**config.mk**
```make
export PLATFORM = sky130hd
export DESIGN_NAME = sipo_frame_rx_flat
export DESIGN_NICKNAME = d
export VERILOG_FILES = /design/src/rtl/sipo_frame_rx_if.sv /design/src/rtl/sipo_frame_rx.sv /design/src/flat_wrapper.sv
export SDC_FILE = /design/constraint.sdc
export NUM_CORES = 1
export LEC_CHECK = 0
export ABC_AREA = 0
export CORE_ASPECT_RATIO = 1.5
export CORE_MARGIN = 1.5
export CORE_UTILIZATION = 46
export DETAILED_ROUTE_END_ITERATION = 16
export PLACE_DENSITY = 0.7
export SETUP_SLACK_MARGIN = 0.4
export SLEW_MARGIN = 20
export SYNTH_ARGS = -nofsm -noshare
export SYNTH_HDL_FRONTEND = slang
export SYNTH_SLANG_ARGS = --single-unit
```
**constraint.sdc**
```tcl
create_clock -name clk -period 1.7 [get_ports clk]
set_input_delay 0.255 -clock clk [delete_from_list [all_inputs] [get_ports clk]]
set_output_delay 0.255 -clock clk [all_outputs]
set_load 0.005 [all_outputs]
```
**src/rtl/sipo_frame_rx_if.sv**
```systemverilog
// Bundle of the serial-line, handshake and status signals of the frame
// receiver. The master side drives the line and acknowledges frames; the
// slave side is the receiver itself.
interface sipo_frame_rx_if #(
  parameter int WIDTH = 10
);
  logic             rx_en;
  logic             serial_in;
  logic             data_ack;
  logic [WIDTH-1:0] data_out;
  logic             data_valid;
  logic             frame_err;
  logic             overrun;
  logic             busy;

  modport master (
    output rx_en,
    output serial_in,
    output data_ack,
    input  data_out,
    input  data_valid,
    input  frame_err,
    input  overrun,
    input  busy
  );

  modport slave (
    input  rx_en,
    input  serial_in,
    input  data_ack,
    output data_out,
    output data_valid,
    output frame_err,
    output overrun,
    output busy
  );
endinterface

```
**src/rtl/sipo_frame_rx.sv**
```systemverilog
// Serial-in/parallel-out frame receiver for the 10-bit LSB-first idle-high
// link. Detects a start bit, samples WIDTH bits (start and stop included),
// and holds the frame on a valid/ack handshake with framing-error and
// sticky overrun reporting.
module sipo_frame_rx #(
  parameter int WIDTH      = 10,
  parameter int BIT_CYCLES = 1
) (
  input logic             clk,
  input logic             reset,
  sipo_frame_rx_if.slave  bus
);

  localparam int CNT_W  = 5;
  localparam int BAUD_W = 8;

  localparam logic [CNT_W-1:0]  LAST_BIT    = CNT_W'(WIDTH - 1);
  localparam logic [BAUD_W-1:0] BAUD_HALF   = BAUD_W'(BIT_CYCLES / 2);
  localparam logic [BAUD_W-1:0] BAUD_RELOAD = BAUD_W'(BIT_CYCLES - 1);

  typedef enum logic [1:0] {
    IDLE  = 2'd0,
    START = 2'd1,
    SHIFT = 2'd2
  } state_t;

  state_t              state_q, state_d;
  logic [CNT_W-1:0]    cnt_q, cnt_d;
  logic [BAUD_W-1:0]   baud_q, baud_d;
  // Holds the bits received so far; the stop bit never needs storing
  // because it is taken straight from the line on the completing edge.
  logic [WIDTH-2:0]    shift_q, shift_d;
  logic [WIDTH-1:0]    data_q, data_d;
  logic                valid_q, valid_d;
  logic                ferr_q, ferr_d;
  logic                ovr_q, ovr_d;

  logic                complete;
  logic                ackHit;
  logic [WIDTH-1:0]    frameBits;

  // The full frame as it stands on the edge that samples the stop bit.
  assign frameBits = {bus.serial_in, shift_q};

  // Receive sequencer: start detection, mid-start confirmation for slow
  // links, and one sample per bit period shifted in from the top so that
  // bit i ends up in position i.
  always_comb begin
    state_d  = state_q;
    cnt_d    = cnt_q;
    baud_d   = baud_q;
    shift_d  = shift_q;
    complete = 1'b0;
    case (state_q)
      IDLE: begin
        if (bus.rx_en && !bus.serial_in) begin
          if (BIT_CYCLES == 1) begin
            shift_d = {bus.serial_in, shift_q[WIDTH-2:1]};
            cnt_d   = CNT_W'(1);
            state_d = SHIFT;
          end else begin
            baud_d  = BAUD_HALF;
            state_d = START;
          end
        end
      end
      START: begin
        if (baud_q == '0) begin
          if (bus.serial_in) begin
            state_d = IDLE;
          end else begin
            shift_d = {bus.serial_in, shift_q[WIDTH-2:1]};
            cnt_d   = CNT_W'(1);
            baud_d  = BAUD_RELOAD;
            state_d = SHIFT;
          end
        end else begin
          baud_d = baud_q - BAUD_W'(1);
        end
      end
      SHIFT: begin
        if ((BIT_CYCLES == 1) || (baud_q == '0)) begin
          shift_d = {bus.serial_in, shift_q[WIDTH-2:1]};
          baud_d  = BAUD_RELOAD;
          if (cnt_q == LAST_BIT) begin
            complete = 1'b1;
            cnt_d    = '0;
            state_d  = IDLE;
          end else begin
            cnt_d = cnt_q + CNT_W'(1);
          end
        end else begin
          baud_d = baud_q - BAUD_W'(1);
        end
      end
      default: begin
        state_d = IDLE;
      end
    endcase
  end

  // Output holding register and handshake: a completed frame replaces the
  // held one only if the slot is free or being acknowledged on the same
  // edge; otherwise the new frame is lost and overrun latches.
  always_comb begin
    data_d  = data_q;
    valid_d = valid_q;
    ferr_d  = ferr_q;
    ovr_d   = ovr_q;
    ackHit  = valid_q && bus.data_ack;
    if (ackHit) begin
      ovr_d = 1'b0;
    end
    if (complete) begin
      if (!valid_q || bus.data_ack) begin
        data_d  = frameBits;
        ferr_d  = ~bus.serial_in;
        valid_d = 1'b1;
      end else begin
        ovr_d = 1'b1;
      end
    end else if (ackHit) begin
      valid_d = 1'b0;
      ferr_d  = 1'b0;
    end
  end

  // State and data registers; reset aborts any frame in flight and
  // drops whatever was being held.
  always_ff @(posedge clk) begin
    if (reset) begin
      state_q <= IDLE;
      cnt_q   <= '0;
      baud_q  <= '0;
      shift_q <= '0;
      data_q  <= '0;
      valid_q <= 1'b0;
      ferr_q  <= 1'b0;
      ovr_q   <= 1'b0;
    end else begin
      state_q <= state_d;
      cnt_q   <= cnt_d;
      baud_q  <= baud_d;
      shift_q <= shift_d;
      data_q  <= data_d;
      valid_q <= valid_d;
      ferr_q  <= ferr_d;
      ovr_q   <= ovr_d;
    end
  end

  assign bus.data_out   = data_q;
  assign bus.data_valid = valid_q;
  assign bus.frame_err  = ferr_q;
  assign bus.overrun    = ovr_q;
  assign bus.busy       = (state_q != IDLE);

endmodule

```
**src/flat_wrapper.sv**
```systemverilog
// flat-port wrapper written by rule: the top's interface ports become plain ports
module sipo_frame_rx_flat 
#(
  parameter int WIDTH      = 10,
  parameter int BIT_CYCLES = 1
)
  (clk, reset, bus_rx_en, bus_serial_in, bus_data_ack, bus_data_out, bus_data_valid, bus_frame_err, bus_overrun, bus_busy);
  sipo_frame_rx_if #(.WIDTH(WIDTH)) bus_i ();
  input logic clk;
  input logic reset;
  input wire logic [$bits(bus_i.rx_en)-1:0] bus_rx_en;
  input wire logic [$bits(bus_i.serial_in)-1:0] bus_serial_in;
  input wire logic [$bits(bus_i.data_ack)-1:0] bus_data_ack;
  output wire logic [$bits(bus_i.data_out)-1:0] bus_data_out;
  output wire logic [$bits(bus_i.data_valid)-1:0] bus_data_valid;
  output wire logic [$bits(bus_i.frame_err)-1:0] bus_frame_err;
  output wire logic [$bits(bus_i.overrun)-1:0] bus_overrun;
  output wire logic [$bits(bus_i.busy)-1:0] bus_busy;
  assign bus_i.rx_en = bus_rx_en;
  assign bus_i.serial_in = bus_serial_in;
  assign bus_i.data_ack = bus_data_ack;
  assign bus_data_out = bus_i.data_out;
  assign bus_data_valid = bus_i.data_valid;
  assign bus_frame_err = bus_i.frame_err;
  assign bus_overrun = bus_i.overrun;
  assign bus_busy = bus_i.busy;
  sipo_frame_rx #(.WIDTH(WIDTH), .BIT_CYCLES(BIT_CYCLES)) u_core (.clk(clk), .reset(reset), .bus(bus_i));
endmodule
```
# ---- After elaboration in Yosys (flattened, before gate mapping)
# Index checks and enable logic that the tools add are counted.
# W data, S select, Z words.
dict set report word_totals {
  out_inout_bits 14
  ff_bits 37
}
dict set report op_classes {
  add_sub_neg 2
  mux 27
  reduce_logical 16
  n_bitwise 1
  n_eq_ne 9
}
# cell count
set op_table {}
lappend op_table {{$mux W9} 3}
lappend op_table {{$pmux W9 S3} 1}
lappend op_table {{$mux W5} 4}
lappend op_table {{$mux W8} 2}
lappend op_table {{$pmux W8 S2} 1}
lappend op_table {{$pmux W5 S3} 1}
lappend op_table {{$mux W1} 10}
lappend op_table {{$logic_not A8 Y1} 1}
lappend op_table {{$mux W2} 4}
lappend op_table {{$sub A8 B1 Y8 const B} 1}
lappend op_table {{$ne A2 B1 Y1 const B} 3}
lappend op_table {{$pmux W2 S3} 1}
lappend op_table {{$reduce_and A2 Y1} 3}
lappend op_table {{$reduce_bool A2 Y1} 3}
lappend op_table {{$add A5 B1 Y5 const B} 1}
lappend op_table {{$eq A5 B4 Y1 const B} 1}
lappend op_table {{$ne A2 B2 Y1 const B} 2}
lappend op_table {{$reduce_and A4 Y1} 1}
lappend op_table {{$ne A3 B3 Y1 const B} 1}
lappend op_table {{$reduce_and A3 Y1} 1}
lappend op_table {{$reduce_bool A3 Y1} 1}
lappend op_table {{$eq A2 B1 Y1 const B} 1}
lappend op_table {{$eq A2 B2 Y1 const B} 1}
lappend op_table {{$logic_and A1 B1 Y1} 2}
lappend op_table {{other kinds (4)} 5}

# ---- Logic depth before layout (Yosys ltp)
# Gate-level depths: netlist (run 1).
dict set report logic_depth {
  word_depth 5
  depth_mapped 6
}

# ---- Worst setup path after synthesis (run 1)
# Ideal clock, no wire load.
dict set report synth_path {
  path_type {flip-flop to flip-flop}
  startpoint {register u_core.cnt_q[3]}
  endpoint {register u_core.ferr_q (netlist: u_core.bus.frame_err)}
  setup_time_ns 0.074
  path_slack_ns 0.254
  path_stages_with_launch 5
  period_less_slack_ns 1.446
  arrival_ns 1.372
  path_buffers 1
  required_time_ns 1.626
  path_cell_list {dfxtp_1 > or3b_1 > buf_2 > or4_1 > a31oi_1}
}
dict set report synth_between {
  elab_chain_cells 5
}
# item line_no
set synth_lines {}
lappend synth_lines {{start: declaration} sipo_frame_rx.sv:28} ;# logic [CNT_W-1:0] cnt_q, cnt_d;
lappend synth_lines {{start signal: assignment} sipo_frame_rx.sv:142} ;# cnt_q <= cnt_d;
lappend synth_lines {{$eq A5 B4 Y1 (*)} sipo_frame_rx.sv:85} ;# if (cnt_q == LAST_BIT) begin
lappend synth_lines {{$mux W1 (*)} sipo_frame_rx.sv:85}
lappend synth_lines {{$mux W1 (*)} sipo_frame_rx.sv:54} ;# case (state_q)
lappend synth_lines {{$ne A2 B2 Y1 (no source line) / $reduce_bool A2 Y1 (equally long branches)} -}
lappend synth_lines {{$reduce_and A2 Y1 (no source line)} -}
lappend synth_lines {{end signal: assignment} sipo_frame_rx.sv:147} ;# ferr_q <= ferr_d;
lappend synth_lines {{end: declaration} sipo_frame_rx.sv:35} ;# logic ferr_q, ferr_d;
# Every way passes the cells marked *; elsewhere a longest branch is shown, timed or not.
# A chain may end at the register's enable or synchronous reset.

# ---- Final worst setup path (run 1)
dict set report layout_path {
  startpoint {register u_core.cnt_q[4]}
  endpoint {register u_core.ferr_q (netlist: u_core.bus.frame_err)}
}
# Same word-level chain as after synthesis.

==> flow_metrics.py, run 1 <==
metrics = {
    "outcome": {
        "outcome": "finished, final reports clean",
    },
    "grt": {
        "grt_pass1_vias": 1115,
        "grt_max_degree": 20,
        "grt_overflow": 0,
        "use_met2": 0.386,
        "grt_busiest_layer": "met2",
        "antenna_found_initial": 0,
        "grt_pass1_wl_mm": 5.14,
        "track_usage": 0.229,
        "use_met1": 0.287,
        "grt_use_met3": 0.0298,
    },
    "worst_setup_path": {
        "crit_type": "reg2reg",
        "cp.required_ns": 1.91,
        "arrival_ns": 1.59,
        "reg2reg_setup_slack_ns": 0.32,
        "endpoint_kind": "flop",
        "startpoint_type": "flop",
        "cp_max_fo": 5,
    },
    "clock_network": {
        "clk_latency_ns": 0.28,
        "cts_max_path_buffers": 2,
        "clkTransAtPathRegs_ns": 0.09,
        "numCtsBuffers": 3,
        "postCtsHoldBufs": 0,
        "htree_levels": 1,
        "tritoncts": "built",
        "cts_root_buf": "clkbuf_8",
        "clock_sinks": 28,
    },
    "layout": {
        "area_delta_synth_final_pct": 45.5,
        "num-nets-final": 176,
        "layout_commonest_cell": "dfxtp_2",
        "fill_cells": 201,
        "antenna_cells": 0,
        "layout-drive-gt1-share": 0.435,
        "final_cell_mix": "15 x dfxtp_2, 14 x dlygate4sd2_1, 12 x buf_4",
    },
    "routing": {
        "routed_via_density": 5.91,
        "avgRoutedWirePerCell_um": 16.4,
        "antenna_left": 0,
        "drt-initial-drc-count": 37,
        "vias": 1212,
        "totalWireLength_mm": 3.37,
        "drc": 0,
        "first_pass_iters": 4,
    },
    "floorplan": {
        "dieArea_um2": 3040,
        "die_h_um": 66.8,
        "rows": 23,
        "die_w_um": 45.5,
        "coreArea_um2": 2620,
        "start_util": 0.476,
        "io-pin-count": 19,
    },
    "synthesis": {
        "syn_avg_cell_area_um2": 8.85,
        "synth-seq-cells": 28,
        "synth_top_area_frac": 0.449,
        "seq_area_frac_synth": 0.449,
        "synth.cell_area_um2": 1250,
        "syn_nets": 148,
        "syn_inst": 141,
        "yosys-top-cells-area": "dfxtp_1 45%, or3b_2 7.7%, a21oi_1 7.6%",
        "ys.warnings.count": 0,
        "synth_cell_types": 28,
        "yosysTopAreaCell": "dfxtp_1",
    },
    "sta": {
        "slew_violations": 0,
        "tightest_slew_ns": 0.374,
        "hold_viol": 0,
        "finalSetupViolations": 0,
        "rsz0062_at_grt": "yes",
        "finalCritPeriodShare": 0.813,
        "tns_ns": 0,
        "fmax_mhz": 723,
        "relSlewSlack": 0.749,
        "fin_crit_ns": 1.38,
        "fin_skew_ns": 0.00504,
    },
    "placement": {
        "hpwl_mm": 1.93,
        "portBuffers": 18,
        "place.gp.congestion": 0.765,
    },
    "pwr": {
        "worst_ir_drop_vdd_uv": 642,
        "leakagePower_nw": 0.690,
        "power_density_nw_per_um2": 721,
        "power_mw": 1.31,
    },
    "flow_run": {
        "maxCapViolCount": 0,
    },
    "hold_path": {
        "hold_path_class": "reg2reg",
    },
}
-- sequential cells by signal, summed over array words and instances, names as in the netlist --
name / flops
u_core.bus.overrun: 1
u_core.bus.frame_err: 1
u_core.bus.data_valid: 1
u_core.bus.data_out: 10
u_core.shift_q: 9
u_core.cnt_q: 5
u_core.state_q: 1
-- logic make-up after synthesis --
group           Yosys count  synth area share
buf+inv                  18            0.0552
compound gates           51             0.251
fa+ha+maj                 2            0.0201
mux                       1           0.00903
flops                    28             0.449
simple gates             41             0.216
-- what timing repair did --
action                                  in CTS  in global routing
buffers inserted                             7                  0
pin swaps                                    2                  4
endpoints found under the hold margin        0                  0
gates cloned                                 3                  1
resized for setup                           58                 19
endpoints found under the setup margin      40                 25
-- layer usage --
metal | up-vias | routed length, µm
met1 | 593 | 1390
li1 | 588 | -
met4 | 0 | 68
met5 | - | 0
met2 | 25 | 1800
met3 | 6 | 109
-- critical path: stages, from the launching register on --
cell and delay [ns]:
dfxtp_2 0.33, or3b_4 0.43, or4_4 0.43, a31oi_1 0.13
-- cells in the mapped netlist, drive strengths merged --
master and number:
a2111oi 2, a211oi 1, a21oi 19, a31oi 3
a41oi 1, and2 1, buf 1, clkbuf 14
dfxtp 28, ha 2, inv 3, mux2 1
nand2 4, nand2b 1, nand3 3, nand4 10
nor2 2, nor2b 3, nor3 2, nor3b 1
o2111ai 1, o21a 2, o21ai 10, o31ai 11
o32ai 1, or3b 12, or4 2
-- metrics by stage --
stage	cell area [µm²]	hold WS, ns	cells	utilization	setup WS, ns
after CTS	1740	0.475	204	0.665	0.317
final	1820	0.471	205	0.693	0.318
after detailed placement	1490	0.465	190	0.567	0.0415
after floorplan	1250	0.355	141	-	0.320
after global placement	1490	0.460	190	0.567	0.0686
after global routing	1820	0.495	205	0.693	0.247
-- power breakdown --
part           switching, mW  internal [mW]
Clock                  0.206          0.315
Sequential           0.00783          0.659
Combinational         0.0633         0.0583
-- final timing paths --
check | start | to | depth (start not counted)
worst min-delay path | u_core.bus.data_out[8]$_SDFFE_PP0P_ | u_core.bus.data_out[8]$_SDFFE_PP0P_ | 2
worst max-delay path | u_core.cnt_q[4]$_SDFFE_PP0P_ | u_core.bus.frame_err$_SDFFE_PP0P_ | 3
worst max register to register | u_core.cnt_q[4]$_SDFFE_PP0P_ | u_core.bus.frame_err$_SDFFE_PP0P_ | 3
worst min register to register | u_core.bus.data_out[8]$_SDFFE_PP0P_ | u_core.bus.data_out[8]$_SDFFE_PP0P_ | 2
-- area by class of cell --
type | instances | area, µm² | share of cell area
Clock inverter | 1 | 30.0 | 0.0165
Clock buffer | 3 | 41.3 | 0.0227
Multi-Input combinational cell | 95 | 726 | 0.400
Timing Repair Buffer | 38 | 370 | 0.204
Sequential cell | 28 | 591 | 0.325
Inverter | 3 | 11.3 | 0.00620
Tap cell | 37 | 46.3 | 0.0255
Power figures use the tool's default switching activity.
==> inputs of run 2 (changes only) <==
==> constraint.sdc (replaced) <==
create_clock -name clk -period 1.3 [get_ports clk]
set_input_delay 0.195 -clock clk [delete_from_list [all_inputs] [get_ports clk]]
set_output_delay 0.195 -clock clk [all_outputs]
set_load 0.005 [all_outputs]
==> run 2 against run 1 <==
Against the previous run: the flow now finishes with violations (negative setup slack); critical path depth unchanged; clock-buffer cell count up 1; cell area up 18%; sequential share of layout area down 5.1 points; via count up 14%; largest power group unchanged.
==> flow_metrics.py, run 2 (synthesis results as in run 1) <==
metrics = {
    "layout": {
        "multi_input_area_um2": 888,
        "largest_reg_flops": 10,
        "utilization": 0.817,
        "layout_commonest_cell": "buf_4",
        "area_delta_synth_final_pct": 71.5,
        "stdcell_count": 224,
        "layout-drive-gt1-share": 0.620,
        "seq_area_um2": 587,
        "num-nets-final": 195,
        "final_cell_mix": "25 x buf_4, 17 x buf_6, 15 x dfxtp_2",
        "fill_cells": 140,
        "antenna_cells": 0,
    },
    "sta": {
        "rsz0062_at_grt": "yes",
        "tightest_slew_ns": 0.400,
        "relSlewSlack": 0.730,
        "fmax_mhz": 727,
        "fin_skew_ns": 0.00720,
        "finalCritPeriodShare": 1.06,
        "finalSetupViolations": 13,
        "slew_violations": 0,
        "hold_viol": 0,
        "fin_crit_ns": 1.37,
        "fin_ws_ns": -0.0749,
    },
    "worst_setup_path": {
        "worstReg2RegStart": "u_core.cnt_q[2]$_SDFFE_PP0P_",
        "reg2reg_setup_slack_ns": -0.07,
        "startpoint_type": "flop",
        "crit_type": "reg2reg",
        "rr_endpoint": "u_core.cnt_q[2]$_SDFFE_PP0P_",
        "endpoint_kind": "flop",
        "worst-r2r-cell-count": 3,
        "arrival_ns": 1.53,
        "cp_max_fo": 6,
        "cp.required_ns": 1.46,
    },
    "floorplan": {
        "coreArea_um2": 2620,
        "io-pin-count": 19,
        "die_h_um": 66.8,
        "die_w_um": 45.5,
        "rows": 23,
        "start_util": 0.476,
        "dieArea_um2": 3040,
    },
    "flow_run": {
        "maxCapViolCount": 0,
    },
    "hold_path": {
        "hold_path_class": "in2reg",
        "hold_depth": 4,
        "hold_path.startpoint": "bus_rx_en",
        "min_to": "u_core.state_q[1]$_SDFFE_PP0P_",
    },
    "routing": {
        "first_pass_iters": 4,
        "antenna_left": 0,
        "vias": 1381,
        "drt-initial-drc-count": 56,
        "routed_via_density": 6.17,
        "drc": 0,
        "avgRoutedWirePerCell_um": 18.7,
        "totalWireLength_mm": 4.18,
    },
    "pwr": {
        "power_mw": 1.77,
        "leakagePower_nw": 0.780,
        "power_density_nw_per_um2": 828,
        "worst_ir_drop_vdd_uv": 999,
    },
    "grt": {
        "grt_max_degree": 17,
        "track_usage": 0.286,
        "grt_pass1_vias": 1292,
        "grt_pass1_wl_mm": 6.22,
        "grt_overflow": 0,
        "antenna_found_initial": 0,
    },
    "clock_network": {
        "clock_sinks": 28,
        "postCtsHoldBufs": 0,
        "htree_levels": 1,
        "tritoncts": "built",
        "clk_latency_ns": 0.29,
        "cts_root_buf": "clkbuf_8",
        "numCtsBuffers": 3,
        "clkTransAtPathRegs_ns": 0.09,
        "cts_max_path_buffers": 2,
    },
    "outcome": {
        "outcome": "finished with violations",
        "violations": "negative setup slack",
    },
    "placement": {
        "hpwl_mm": 2.14,
        "placedCellCount": 204,
        "portBuffers": 18,
        "place.gp.congestion": 0.818,
    },
}
run 2: cell types whose count changed in the layout (fill, tap and decap cells not counted), sizes merged:
cell / delta
bufinv: -1
and2: +1
dlygate4sd2: -13
bufbuf: -1
nor2b: +2
clkdlybuf4s15: -1
buf: +32
run 2: metal layers:
layer,vias up,wire [µm],GRT usage
met5,-,0,0
met4,0,97,0.162
met3,10,200,0.0542
met2,53,2260,0.474
met1,690,1620,0.330
li1,628,-,-
run 2: power breakdown:
part | switching (mW) | internal (mW) | leakage (nW)
registers | 0.0133 | 0.866 | 0.235
clock network | 0.292 | 0.336 | 0.0339
logic | 0.129 | 0.135 | 0.511
total | 0.435 | 1.34 | 0.780
run 2: worst max-delay path, cell delays in order (launching register included):
cell	delay, ns
dfxtp_2	0.33
or3b_4	0.43
o21ai_0	0.36
o32ai_2	0.13
run 2: how the worst max path moves through the flow:
stage                                       startpoint                             endpoint  cells past startpoint
after global placement                   bus_serial_in         u_core.cnt_q[3]$_SDFFE_PP0P_                      4
after detailed placement                 bus_serial_in       u_core.shift_q[5]$_SDFFE_PP0P_                      5
after floorplan           u_core.cnt_q[3]$_SDFFE_PP0P_    u_core.bus.frame_err$_SDFFE_PP0P_                      4
final                     u_core.cnt_q[2]$_SDFFE_PP0P_         u_core.cnt_q[2]$_SDFFE_PP0P_                      3
after CTS                 u_core.cnt_q[2]$_SDFFE_PP0P_    u_core.bus.frame_err$_SDFFE_PP0P_                      3
after global routing      u_core.cnt_q[2]$_SDFFE_PP0P_  u_core.bus.data_out[8]$_SDFFE_PP0P_                      4
run 2: final cells by class:
type                            count  area share
Inverter                            3     0.00526
Sequential cell                    28       0.274
Clock buffer                        4      0.0310
Tap cell                           37      0.0216
Multi-Input combinational cell     98       0.415
Timing Repair Buffer               54       0.253
run 2: timing repair:
item	4_1_cts	5_1_grt
gates cloned	5	1
endpoints found under the setup margin	42	42
pin swaps	19	3
buffers inserted	7	3
resized for setup	118	24
run 2: per-stage QoR:
step	setup WS, ns	setup TNS (ns)	hold slack [ns]	instance area (µm²)
floorplan	-0.0798	-0.725	0.296	1340
global placement	-0.244	-3.37	0.458	1640
detailed placement	-0.279	-3.90	0.462	1640
CTS	-0.0662	-0.409	0.474	1990
global route	-0.125	-1.23	0.468	2140
finish	-0.0749	-0.595	0.465	2140
==> inputs of run 3 (changes only) <==
==> constraint.sdc (replaced) <==
create_clock -name clk -period 1.73 [get_ports clk]
set_input_delay 0.2595 -clock clk [delete_from_list [all_inputs] [get_ports clk]]
set_output_delay 0.2595 -clock clk [all_outputs]
set_load 0.005 [all_outputs]
==> run 3 against run 2 <==
Against the previous run: the run now ends clean; cell area decreased by 14%; flip-flop and latch count did not move; register-to-register slack gained 0.41 ns; sequential power shrank 25%; die area unchanged; via count shrank 12%; final cell count fell by 7.1%; critical endpoint is now u_core.bus.frame_err$_SDFFE_PP0P_; largest cell class unchanged.
==> flow_metrics.py, run 3 (synthesis results as in run 1) <==
metrics = {
    "clock_network": {
        "htree_levels": 1,
        "clk_latency_ns": 0.28,
        "numCtsBuffers": 3,
        "tritoncts": "built",
        "clock_sinks": 28,
        "clkTransAtPathRegs_ns": 0.10,
        "cts_max_path_buffers": 2,
        "cts_root_buf": "clkbuf_8",
        "postCtsHoldBufs": 0,
    },
    "worst_setup_path": {
        "cp.required_ns": 1.94,
        "critPathTopFamily": "simple AND/OR/NAND/NOR gates",
        "slowest_delay_ns": 0.42,
        "path_cells": "or3b_4 > or4_4 > a31oi_1",
        "reg2reg_setup_slack_ns": 0.33,
        "crit_type": "reg2reg",
        "cpMaxStageDelayCell": "or4_4",
        "cp_num_buf_inv": 0,
        "startpoint_type": "flop",
        "arrival_ns": 1.61,
        "cp_max_fo": 5,
        "endpoint_kind": "flop",
    },
    "layout": {
        "antenna_cells": 0,
        "final_cell_mix": "15 x dfxtp_2, 14 x buf_4, 14 x dlygate4sd2_1",
        "fill_cells": 203,
        "largest_reg_flops": 10,
        "num-nets-final": 179,
        "layout_commonest_cell": "dfxtp_2",
        "area_delta_synth_final_pct": 47.5,
        "layout-drive-gt1-share": 0.439,
    },
    "grt": {
        "grt_pass1_vias": 1109,
        "track_usage": 0.222,
        "grt_max_degree": 29,
        "grt_pass1_wl_mm": 4.91,
        "antenna_found_initial": 0,
        "grt_overflow": 0,
    },
    "floorplan": {
        "rows": 23,
        "die_w_um": 45.5,
        "die_h_um": 66.8,
        "io-pin-count": 19,
        "start_util": 0.476,
        "dieArea_um2": 3040,
        "coreArea_um2": 2620,
    },
    "sta": {
        "finalCritPeriodShare": 0.808,
        "tightest_slew_ns": 0.393,
        "tns_ns": 0,
        "rsz0062_at_grt": "yes",
        "relSlewSlack": 0.738,
        "fmax_mhz": 715,
        "slew_violations": 0,
        "hold_viol": 0,
        "fin_skew_ns": 0.00759,
        "finalSetupViolations": 0,
        "fin_crit_ns": 1.40,
        "timing.hold.ws_ns": 0.475,
    },
    "routing": {
        "avgRoutedWirePerCell_um": 16.0,
        "drc": 0,
        "first_pass_iters": 4,
        "vias": 1221,
        "routed_via_density": 5.87,
        "drt-initial-drc-count": 30,
        "totalWireLength_mm": 3.33,
        "antenna_left": 0,
    },
    "pwr": {
        "power_density_nw_per_um2": 705,
        "worst_ir_drop_vdd_uv": 711,
        "leakagePower_nw": 0.710,
    },
    "flow_run": {
        "maxCapViolCount": 0,
    },
    "placement": {
        "portBuffers": 18,
        "place.gp.congestion": 0.816,
        "hpwl_mm": 1.96,
    },
    "hold_path": {
        "hold_path_class": "reg2reg",
    },
    "outcome": {
        "outcome": "finished, final reports clean",
    },
}
==> run 3: layout make-up <==
type | count | area, µm² | share of cell area
multi-input combinational | 95 | 721 | 0.392
clock inverter | 1 | 30.0 | 0.0163
tap | 37 | 46.3 | 0.0252
inverter | 3 | 11.3 | 0.00612
clock buffer | 3 | 41.3 | 0.0224
timing repair buffer | 41 | 400 | 0.218
sequential | 28 | 591 | 0.321
==> run 3: per-layer routing <==
| metal | track usage | wire length, µm | vias to the layer above |
|---|---|---|---|
| li1 | - | - | 590 |
| met1 | 0.257 | 1300 | 596 |
| met2 | 0.384 | 1830 | 27 |
| met3 | 0.0352 | 116 | 8 |
| met4 | 0.0956 | 83 | 0 |
| met5 | 0 | 0 | - |
==> run 3: final timing paths <==
| check | cells after the start | to | from |
|---|---|---|---|
| setup reg to reg | 3 | u_core.bus.frame_err$_SDFFE_PP0P_ | u_core.cnt_q[2]$_SDFFE_PP0P_ |
| setup / recovery | 3 | u_core.bus.frame_err$_SDFFE_PP0P_ | u_core.cnt_q[2]$_SDFFE_PP0P_ |
| hold / removal | 2 | u_core.bus.data_out[6]$_SDFFE_PP0P_ | u_core.bus.data_out[6]$_SDFFE_PP0P_ |
| hold reg to reg | 2 | u_core.bus.data_out[6]$_SDFFE_PP0P_ | u_core.bus.data_out[6]$_SDFFE_PP0P_ |
==> run 3: metrics by stage <==
step | instances | worst slack [ns] | utilization | total power [mW] | cell area (µm²)
finish | 208 | 0.332 | 0.703 | 1.30 | 1840
CTS | 204 | 0.343 | 0.648 | 1.27 | 1700
global route | 208 | 0.267 | 0.703 | 1.34 | 1840
global placement | 190 | 0.122 | 0.572 | 0.750 | 1500
floorplan | 141 | 0.350 | - | 0.716 | 1250
detailed placement | 190 | 0.0989 | 0.572 | 0.752 | 1500
==> run 3: repair_timing <==
action	in CTS	in global routing
gates resized for setup	45	30
setup buffers	9	2
pin swaps	1	6
gates cloned	1	2
endpoints found under the hold margin	0	0
endpoints found under the setup margin	38	26
==> run 3: tightest hold or removal path, delay by kind of cell, from the launching register on <==
family             cells  cell delay (ns)
AOI/OAI and AO/OA      2             0.11
DFF                    1             0.33
==> run 3: power by group <==
| group | internal [mW] | switching, mW |
|---|---|---|
| registers | 0.648 | 0.00857 |
| clock network | 0.310 | 0.208 |
| logic | 0.0626 | 0.0604 |
